## config.mk

```make
export PLATFORM = sky130hd
export DESIGN_NAME = irq_controller
export DESIGN_NICKNAME = d
export VERILOG_FILES = /design/src/rtl/irq_pkg.sv /design/src/rtl/irq_sync_edge.sv /design/src/rtl/irq_controller.sv
export SDC_FILE = /design/constraint.sdc
export NUM_CORES = 1
export LEC_CHECK = 0
export ABC_CLOCK_PERIOD_IN_PS = 2080
export CAP_MARGIN = 20
export CORE_MARGIN = 10
export CORE_UTILIZATION = 50
export CTS_CLUSTER_SIZE = 14
export DETAILED_ROUTE_END_ITERATION = 8
export GPL_TIMING_DRIVEN = 0
export PLACE_DENSITY_LB_ADDON = 0.12
export SETUP_SLACK_MARGIN = 0.2
export SLEW_MARGIN = 40
export SYNTH_ARGS = -nofsm -noshare
export SYNTH_HDL_FRONTEND = slang
export SYNTH_HIERARCHICAL = 1
export SYNTH_SLANG_ARGS = --single-unit
```

## constraint.sdc

```tcl
create_clock -name CLOCK_50 -period 2.08 [get_ports CLOCK_50]
set_input_delay 0.416 -clock CLOCK_50 [delete_from_list [all_inputs] [get_ports CLOCK_50]]
set_output_delay 0.416 -clock CLOCK_50 [all_outputs]
set_load 0.01 [all_outputs]
```

## src/rtl/irq_pkg.sv

```systemverilog
// Shared types and default sizing for the external interrupt controller.
package irq_pkg;

   typedef enum logic [1:0] {
      IDLE    = 2'd0,
      REQUEST = 2'd1,
      SERVICE = 2'd2
   } irqState_e;

   localparam int IRQ_NSRC        = 4;
   localparam int IRQ_ACK_TIMEOUT = 64;

endpackage

```

## src/rtl/irq_sync_edge.sv

```systemverilog
// Two-flop synchroniser per line plus a history flop; flags a rising edge
// for one cycle once the line is safely in the clock domain.
module irq_sync_edge #(
   parameter int WIDTH = 4
) (
   input  logic             CLOCK_50,
   input  logic             reset,
   input  logic [WIDTH-1:0] async_in,
   output logic [WIDTH-1:0] edge_out
);

   logic [WIDTH-1:0] sync1_r;
   logic [WIDTH-1:0] sync2_r;
   logic [WIDTH-1:0] hist_r;

   // Synchroniser chain and edge-history register.
   always_ff @(posedge CLOCK_50 or posedge reset) begin
      if (reset) begin
         sync1_r <= '0;
         sync2_r <= '0;
         hist_r  <= '0;
      end else begin
         sync1_r <= async_in;
         sync2_r <= sync1_r;
         hist_r  <= sync2_r;
      end
   end

   assign edge_out = sync2_r & ~hist_r;

endmodule

```

## src/rtl/irq_controller.sv

```systemverilog
// External interrupt controller: latches source edges into pending, masks,
// picks the lowest eligible index and hands it to the processor via ExtIRQ.
module irq_controller
   import irq_pkg::*;
#(
   parameter int NSRC        = IRQ_NSRC,
   parameter int ACK_TIMEOUT = IRQ_ACK_TIMEOUT
) (
   input  logic                    CLOCK_50,
   input  logic                    reset,
   input  logic [NSRC-1:0]         irq_src,
   input  logic                    mask_we,
   input  logic [NSRC-1:0]         mask_wdata,
   input  logic                    ExtIAck,
   input  logic                    eret,
   output logic                    ExtIRQ,
   output logic [$clog2(NSRC)-1:0] irq_cause,
   output logic                    irq_active,
   output logic [NSRC-1:0]         irq_mask,
   output logic [NSRC-1:0]         pending,
   output logic [NSRC-1:0]         overflow,
   output logic                    ack_timeout
);

   localparam int IDXW = $clog2(NSRC);
   localparam int CNTW = $clog2(ACK_TIMEOUT);
   localparam logic [CNTW-1:0] CNT_MAX = CNTW'(ACK_TIMEOUT - 1);
   localparam logic [CNTW-1:0] CNT_ONE = CNTW'(1);
   localparam logic [NSRC-1:0] SRC_ONE = NSRC'(1);

   irqState_e       state_r;
   irqState_e       stateNext_s;
   logic [CNTW-1:0] cnt_r;
   logic [CNTW-1:0] cntNext_s;
   logic            extIrqNext_s;
   logic [IDXW-1:0] causeNext_s;
   logic            activeNext_s;
   logic            ackTimeoutNext_s;
   logic [NSRC-1:0] maskNext_s;
   logic [NSRC-1:0] pendingNext_s;
   logic [NSRC-1:0] overflowNext_s;
   logic [NSRC-1:0] edge_s;
   logic [NSRC-1:0] eligible_s;
   logic [NSRC-1:0] lowestBit_s;
   logic [IDXW-1:0] winner_s;
   logic            anyEligible_s;
   logic [NSRC-1:0] clrVec_s;
   logic [NSRC-1:0] setVec_s;

   irq_sync_edge #(
      .WIDTH (NSRC)
   ) uSyncEdge (
      .CLOCK_50 (CLOCK_50),
      .reset    (reset),
      .async_in (irq_src),
      .edge_out (edge_s)
   );

   // Fixed-priority encoder: lowest eligible index wins.
   always_comb begin
      eligible_s    = pending & ~irq_mask;
      anyEligible_s = |eligible_s;
      lowestBit_s   = eligible_s & (~eligible_s + SRC_ONE);
      winner_s      = '0;
      for (int i = NSRC - 1; i >= 0; i--) begin
         if (eligible_s[i]) begin
            winner_s = IDXW'(i);
         end else begin
            winner_s = winner_s;
         end
      end
   end

   // Next-state and next-output logic for the request handshake.
   always_comb begin
      stateNext_s      = state_r;
      cntNext_s        = cnt_r;
      extIrqNext_s     = ExtIRQ;
      causeNext_s      = irq_cause;
      activeNext_s     = irq_active;
      ackTimeoutNext_s = 1'b0;
      clrVec_s         = '0;
      setVec_s         = '0;
      case (state_r)
         IDLE: begin
            if (anyEligible_s) begin
               clrVec_s     = lowestBit_s;
               causeNext_s  = winner_s;
               extIrqNext_s = 1'b1;
               activeNext_s = 1'b1;
               cntNext_s    = '0;
               stateNext_s  = REQUEST;
            end else begin
               extIrqNext_s = 1'b0;
               activeNext_s = 1'b0;
            end
         end
         REQUEST: begin
            // Ack takes precedence over a timeout landing in the same cycle.
            if (ExtIAck) begin
               extIrqNext_s = 1'b0;
               stateNext_s  = SERVICE;
            end else if (cnt_r == CNT_MAX) begin
               extIrqNext_s          = 1'b0;
               activeNext_s          = 1'b0;
               setVec_s[irq_cause]   = 1'b1;
               ackTimeoutNext_s      = 1'b1;
               stateNext_s           = IDLE;
            end else begin
               cntNext_s = cnt_r + CNT_ONE;
            end
         end
         SERVICE: begin
            extIrqNext_s = 1'b0;
            if (eret) begin
               activeNext_s = 1'b0;
               stateNext_s  = IDLE;
            end else begin
               activeNext_s = 1'b1;
            end
         end
         default: begin
            extIrqNext_s = 1'b0;
            activeNext_s = 1'b0;
            stateNext_s  = IDLE;
         end
      endcase
   end

   // A fresh edge beats the IDLE clear, so it neither drops nor overflows.
   always_comb begin
      maskNext_s     = mask_we ? mask_wdata : irq_mask;
      pendingNext_s  = (pending & ~clrVec_s) | edge_s | setVec_s;
      overflowNext_s = overflow | (edge_s & pending & ~clrVec_s);
   end

   // State, counter and all registered outputs.
   always_ff @(posedge CLOCK_50 or posedge reset) begin
      if (reset) begin
         state_r     <= IDLE;
         cnt_r       <= '0;
         ExtIRQ      <= 1'b0;
         irq_cause   <= '0;
         irq_active  <= 1'b0;
         irq_mask    <= '1;
         pending     <= '0;
         overflow    <= '0;
         ack_timeout <= 1'b0;
      end else begin
         state_r     <= stateNext_s;
         cnt_r       <= cntNext_s;
         ExtIRQ      <= extIrqNext_s;
         irq_cause   <= causeNext_s;
         irq_active  <= activeNext_s;
         irq_mask    <= maskNext_s;
         pending     <= pendingNext_s;
         overflow    <= overflowNext_s;
         ack_timeout <= ackTimeoutNext_s;
      end
   end

endmodule
```

==> results of run 1 <==
[where the power goes]
part           internal, W  leakage (nW)  total (W)  switching, W
clock network     0.000134        0.0352   0.000378      0.000244
registers         0.000865         0.428    0.00101      0.000140
logic             0.000361         0.341   0.000706      0.000345
[layer usage]
layer / vias to the layer above / share of wire
li1: 477 / -
met1: 490 / 0.41
met2: 21 / 0.50
met3: 5 / 0.071
met4: 0 / 0.015
met5: - / 0
[cells by family (layout without fill, tap and decap cells)]
group                      after synthesis  count (layout)  share of synthesized area
and+or+nand+nor                         39              39                      0.170
AOI/OAI and AO/OA                       26              26                      0.137
DFF                                     37              37                      0.629
buffers and inverters                    7              44                     0.0178
adders and majority gates                1               1                    0.00846
muxes                                    5               5                     0.0372
[per-stage QoR]
stage,cells,util
floorplan,115,-
global placement,175,0.650
detailed placement,175,0.650
CTS,183,0.670
global route,183,0.670
finish,183,0.670
[worst min path at each step]
| stage | startpoint | to | slack [ps] | depth (start not counted) |
|---|---|---|---|---|
| after floorplan | reset | uSyncEdge/hist_r[0]$_DFF_PP0_ | 280 | 1 |
| after global routing | uSyncEdge/sync1_r[0]$_DFF_PP0_ | uSyncEdge/sync2_r[0]$_DFF_PP0_ | 380 | 0 |
| after CTS | uSyncEdge/sync1_r[2]$_DFF_PP0_ | uSyncEdge/sync2_r[2]$_DFF_PP0_ | 360 | 0 |
| after detailed placement | uSyncEdge/sync1_r[2]$_DFF_PP0_ | uSyncEdge/sync2_r[2]$_DFF_PP0_ | 330 | 0 |
| after global placement | uSyncEdge/sync1_r[2]$_DFF_PP0_ | uSyncEdge/sync2_r[2]$_DFF_PP0_ | 330 | 0 |
| final | uSyncEdge/sync1_r[2]$_DFF_PP0_ | uSyncEdge/sync2_r[2]$_DFF_PP0_ | 360 | 0 |
[sequential cells by signal, summed over array words and instances, names as in the netlist, 4 cells and up]
| name | count |
|---|---|
| cnt_r | 6 |
| irq_mask | 4 |
| overflow | 4 |
| pending | 4 |
| uSyncEdge/hist_r | 4 |
| uSyncEdge/sync1_r | 4 |
| uSyncEdge/sync2_r | 4 |
[cell usage after synthesis, drive strengths merged (4+ instances only)]
library cell	count
o21ai	6
mux2	4
nand3	7
dfstp	4
nand2	10
a31oi	4
inv	7
nor2b	9
nand2b	4
dfrtp	33
[final cells by class]
class | instances | share of cell area
Clock inverter | 3 | 0.0121
Timing Repair Buffer | 29 | 0.153
Tap cell | 31 | 0.0208
Multi-Input combinational cell | 71 | 0.280
Inverter | 7 | 0.0141
Clock buffer | 5 | 0.0201
Sequential cell | 37 | 0.500
==> results.cfg, run 1 <==
[global_routing]
grtUsageMet3 = 0.0412
grt.overflow.total = 0
grt_max_degree = 26
grt_pass1_vias = 1046
met1_usage = 0.131
track_usage = 0.113
grt_pass1_wl_um = 4820
antenna_found_initial = 0
busiest_layer = met2
use_met2 = 0.178

[logic_synthesis]
synth_cell_types = 30
synth_edf_count = 0
ys_ff_latch = 37
async_flop_share = 1.00
synth_largest_area_cell = dfrtp_1
synth_area_um2 = 1480
synth_nets = 129
synth_warnings = 6
synthTopCellsByArea = dfrtp_1, dfstp_2, nor2b_4
avgSynthCellArea_um2 = 12.9
synth_flop_cell = dfrtp_1
ys_seq_area_frac = 0.629
syn_inst = 115
synth_top_area_frac = 0.558

[finish]
drive_gt1_frac = 0.184
multi_input_comb_area_um2 = 522
seq_area_um2 = 931
area_delta_synth_final_pct = 26.0
fillers = 218
antenna_cells = 0
layout_commonest_cell = dfrtp_1
stdcell_area_um2 = 1860
fin_nets = 165
final_cell_mix = dfrtp_1, clkdlybuf4s50_1, nand2_1

[routing]
wire_per_inst_um = 15.5
ant_nets = 0
vias = 993
dr.pass1.iters = 4
routed_wl_um = 2840
drt_iter0_drc = 61
route.detailed.drc = 0
viasPerCell = 5.43

[critical_path]
rr_worst_depth = 4
critPathLaunch = irq_mask[1]$_DFFE_PP1P_
crit_type = flop to flop
endpoint = pending[3]$_DFF_PP0_
r2r_end = pending[3]$_DFF_PP0_
end_kind = flop
cp_slowest_cell = dfstp_2
cp.arrival_ps = 2070
worstPathRequired_ps = 2310
startpoint_type = flop
path_depth = 4
r2r_slack_ps = 240
crit_fanout = 4
crit_chain = nor2b_4 -> or4_4 -> o31a_1 -> a311o_1
crit_buf_inv = 0
slowest_delay_ps = 590
cp_top_family = compound AO/OA/AOI/OAI gates
r2r_start = irq_mask[1]$_DFFE_PP1P_

[timing]
finalCritPeriodShare = 0.884
finalWorstSetupSlack_ps = 241
setup_tns_ps = 0
slew_headroom = 0.648
clock.fmax_mhz = 544
tightestPinTransition_ps = 528
fin_skew_ps = 6.51
setup-violations-final = 0
whs_ps = 358
rsz0062_at_grt = false
period_needed_ps = 1840
drv_slew = 0
timing_hold_violations_final = 0

[die]
initial_utilization = 0.532
fp.dieW_um = 74.4
coreArea_um2 = 2780
core.rowCount = 19
dieArea_um2 = 5530
boundaryPins = 30
die_h_um = 74.4

[power]
p_total_w = 0.00209
ir_drop_v = 0.000840
cellPowerDensity_nw_per_um2 = 1120
p_leak_nw = 0.804

[clock_tree]
cts_buffer_depth = 2
clk_latency_ps = 340
post_cts_buffers = 0
cts.sinks = 37
cts.clk_slew.worst_paths_ps = 110
cts_tree = yes
htree_levels = 2
cts_hold_buf = 0
cts_root_buf = clkbuf_4
cts_buffers = 5
cts_resized = 5

[placed_design]
gp_congestion = 0.834
post-place-ws_ps = 51.9
dp_hpwl_um = 2180
placed_area_um2 = 1810
io_buffers = 29

[run]
drv_cap = 0

[hold_path]
min_path_type = flop to flop

[outcome]
status = finished, final reports clean
Note: power is estimated with default switching activity, not from simulation.
==> inputs of run 2 (changes only) <==
- CORE_UTILIZATION: 50 -> 60
- DONT_BUFFER_PORTS: not set -> 1
==> run 2 against run 1 <==
  * Wire length shrank 2.4%
  * Final area fell by 14%
  * Clock skew up 0.60 ps
  * Largest power group unchanged
==> results.cfg, run 2 (synthesis results as in run 1) <==
[outcome]
status = finished, final reports clean

[critical_path]
crit_chain = nor2b_4 -> or4_4 -> o31a_1 -> a311o_1
startpoint_type = flop
end_kind = flop
cp.arrival_ps = 2050
crit_buf_inv = 0
cp_top_family = flip-flops
crit_type = flop to flop
slowest_delay_ps = 620
crit_fanout = 4
cp_slowest_cell = dfstp_2
worstPathRequired_ps = 2310

[timing]
finalCritPeriodShare = 0.877
period_needed_ps = 1820
drv_slew = 0
whs_ps = 90.0
slew_headroom = 0.650
tightestPinTransition_ps = 524
clock.fmax_mhz = 548
setup-violations-final = 0
setup_tns_ps = 0
timing_hold_violations_final = 0
fin_skew_ps = 7.11
rsz0062_at_grt = true

[placed_design]
dp_hpwl_um = 2050
io_buffers = 0
gp_congestion = 0.778

[power]
ir_drop_v = 0.000874
p_leak_nw = 0.692
cellPowerDensity_nw_per_um2 = 1220

[clock_tree]
htree_levels = 2
clk_latency_ps = 340
cts.sinks = 37
cts_root_buf = clkbuf_4
cts_buffers = 5
cts.clk_slew.worst_paths_ps = 110
cts_buffer_depth = 2
cts_tree = yes

[die]
boundaryPins = 30
coreArea_um2 = 2280
fp.dieW_um = 69.6
dieArea_um2 = 4850
core.rowCount = 17
initial_utilization = 0.650
die_h_um = 69.6

[finish]
regMostFlops = cnt_r
antenna_cells = 0
area_delta_synth_final_pct = 8.63
layout_commonest_cell = dfrtp_1
fin_nets = 140
drive_gt1_frac = 0.244
largest_reg_flops = 6
final_cell_mix = dfrtp_1, nand2_1, nand3_1

[routing]
route.detailed.drc = 0
ant_nets = 0
wire_per_inst_um = 17.9
viasPerCell = 5.98
drt_iter0_drc = 35
routed_wl_um = 2770
dr.pass1.iters = 4
vias = 927

[global_routing]
grt_pass1_vias = 957
grt_max_degree = 26
grt.overflow.total = 0
track_usage = 0.121
grt_pass1_wl_um = 4780
antenna_found_initial = 0

[hold_path]
min_path_type = input pin to flop

[run]
drv_cap = 0
## run 2: timing repair
action / in CTS / in global routing
hold endpoints to repair: 33 / 0
setup buffers: 1 / 2
setup endpoints to repair: 5 / 5
pin swaps: 2 / 2
hold buffers: 1 / 0
gates resized for setup: 1 / 1
## run 2: per-stage QoR
stage          instances  total power (W)  area, um2   util  setup WS [ps]
2_1_floorplan        115          0.00143       1480      -            287
3_3_place_gp         143          0.00154       1510  0.665            215
3_5_place_dp         143          0.00157       1510  0.665            178
4_1_cts              153          0.00194       1590  0.698            196
5_1_grt              155          0.00211       1610  0.706            190
6_report             155          0.00196       1610  0.706            257
## run 2: metal layers
layer	GRT usage	routed length, um	vias to the layer above
met4	0.0543	56	0
met1	0.122	1120	455
met5	0	0	-
li1	-	-	430
met3	0.0699	265	8
met2	0.197	1330	34
## run 2: power breakdown
group | leakage [nW] | switching [W] | internal (W) | total (W)
combinational | 0.240 | 0.000284 | 0.000253 | 0.000537
sequential | 0.428 | 0.000196 | 0.000865 | 0.00106
clock | 0.0245 | 0.000233 | 0.000132 | 0.000365
## run 2: path summary, 6_finish.rpt
check,from,endpoint,cells after the start,slack (ps)
max,irq_mask[1]$_DFFE_PP1P_,pending[3]$_DFF_PP0_,4,260
min,irq_src[3],uSyncEdge/sync1_r[3]$_DFF_PP0_,0,90
max reg2reg,irq_mask[1]$_DFFE_PP1P_,pending[3]$_DFF_PP0_,4,260
min reg2reg,uSyncEdge/sync1_r[2]$_DFF_PP0_,uSyncEdge/sync2_r[2]$_DFF_PP0_,0,360
max in group asynchronous,reset,irq_mask[0]$_DFFE_PP1P_,2,1130
min in group asynchronous,reset,uSyncEdge/sync2_r[0]$_DFF_PP0_,2,540
## run 2: worst reg2reg max path, stage by stage (launching register included)
cell,delay [ps]
dfstp_2,620
nor2b_4,50
or4_4,490
o31a_1,280
a311o_1,280
## run 2: layout make-up
type / instances / area (um2)
Sequential cell: 37 / 931
Fill cell: 163 / 669
Multi-Input combinational cell: 71 / 526
Clock buffer: 6 / 41.3
Tap cell: 28 / 35.0
Timing Repair Buffer: 4 / 32.5
Inverter: 7 / 26.3
Clock inverter: 2 / 15.0
==> edit (flow settings as in run 2) <==
Re-encode `irqState_e` (3 states) as one-hot, 3 bits wide.
--- a/src/rtl/irq_pkg.sv
+++ b/src/rtl/irq_pkg.sv
@@ -3,6 +3,6 @@
 
-   typedef enum logic [1:0] {
-      IDLE    = 2'd0,
-      REQUEST = 2'd1,
-      SERVICE = 2'd2
+   typedef enum logic [2:0] {
+      IDLE    = 3'b001,
+      REQUEST = 3'b010,
+      SERVICE = 3'b100
    } irqState_e;
Formal check against the unedited RTL: no difference found for any inputs over 10 cycles, from zero or initial values and one cycle with reset high; not proved beyond that.
==> edit against run 2 <==
  * Wire length is 16% higher
  * Die area is 6.8% higher
  * Critical path depth is 1 higher
  * Synthesized area increased by 9.6%
  * Worst setup slack gained 0.016 ns
  * Design area grew 13%
  * Via count increased by 11%
  * Power is 18% higher
  * Sequential cell count rose by 1
  * First-iteration DRC count grew to 3.1 times the old value
==> edit: results (changes against run 2) <==
Run status
  • Status: complete, no violations

Clock network
  • CTS resizes: 0 (-1)
  • Post-CTS setup buffer count: 0 (-1)

Min path
  • HP Start: irq_src[0]
  • Hold Path End: uSyncEdge/sync1_r[0]

Synthesis
  • Syn_area_per_cell: 13.1 um2 (+1.6%)
  • Synth Area in Compound Gates: 15.5% (+1.8 points)
  • Sequential area share after synthesis: 59.1% (-3.9 points)
  • Yosys cell types: 37 (+23%)
  • Post-synthesis mux area share: 3.40% (-0.32 points)
  • Synth cell count leaders: dfrtp_1, nand2_1, o21ai_0

Place
  • Placed insts: 154 (+7.7%)
  • Area of placed instances: 1660 um2 (+9.5%)
  • Setup WS pre-CTS: 0.215 ns (+0.0375 ns)

GRT
  • Global Route Usage Sum: 13.1% (+1.0 points)
  • Met3 Use GR: 7.76% (+0.77 points)
  • Met2 usage: 17.0% (-2.7 points)

Detailed routing
  • Vias: 1031 (+11%)
  • Drt total wl: 3210 um (+16%)
  • M1 WL: 1410 um (+25%)

Critical path
  • Critical path's top delay family: compound AO/OA/AOI/OAI gates
  • CP max FO: 7 (+3)
  • Reg-to-Reg Start: irq_mask[3]
  • Reg-to-reg slack, setup: 0.27 ns (+0.02 ns)

Layout
  • Ratio of cells with drive above 1 in the final layout: 28.9% (+4.5 points)
  • Filler Cell Count: 170 (+4.3%)

Timing
  • Final Cycle Share: 86.9% (-0.79 points)
  • Clk_skew: 0.00985 ns (+0.00273 ns)
  • Hold slack: 0.0807 ns (-0.00926 ns)

Power
  • P_int: 1.55 mW (+24%)
  • Worst VDD drop: 935 uV (+6.9%)
  • P_comb: 612 uW (+14%)
  • Leak Pwr: 0.766 nW (+11%)
-- edit: how the worst max path moves through the flow --
stage | start | end | slack, ns
after floorplan | cnt_r[0] | cnt_r[4] | 0.39
after global placement | irq_mask[0] | cnt_r[1] | 0.26
after detailed placement | irq_mask[0] | cnt_r[1] | 0.22
after CTS | irq_mask[0] | cnt_r[1] | 0.22
after global routing | irq_mask[3] | cnt_r[2] | 0.18
final | irq_mask[3] | cnt_r[1] | 0.27
-- edit: area by class of cell --
cell class                      count  share of cell area (%)
Clock inverter                      3                    3.78
Inverter                            7                    1.44
Timing Repair Buffer                3                    1.38
Buffer                              2                    1.24
Clock buffer                        5                    2.06
Multi-Input combinational cell     77                    35.4
Tap cell                           30                    2.06
Sequential cell                    38                    52.6
-- edit: logic make-up after synthesis --
| group | count (synthesis) |
|---|---|
| AND/OR/NAND/NOR | 40 |
| AO/OA/AOI/OAI | 31 |
| adder cells (fa/ha/maj) | 1 |
| flip-flops | 38 |
| multiplexers | 5 |
| buffers and inverters | 9 |
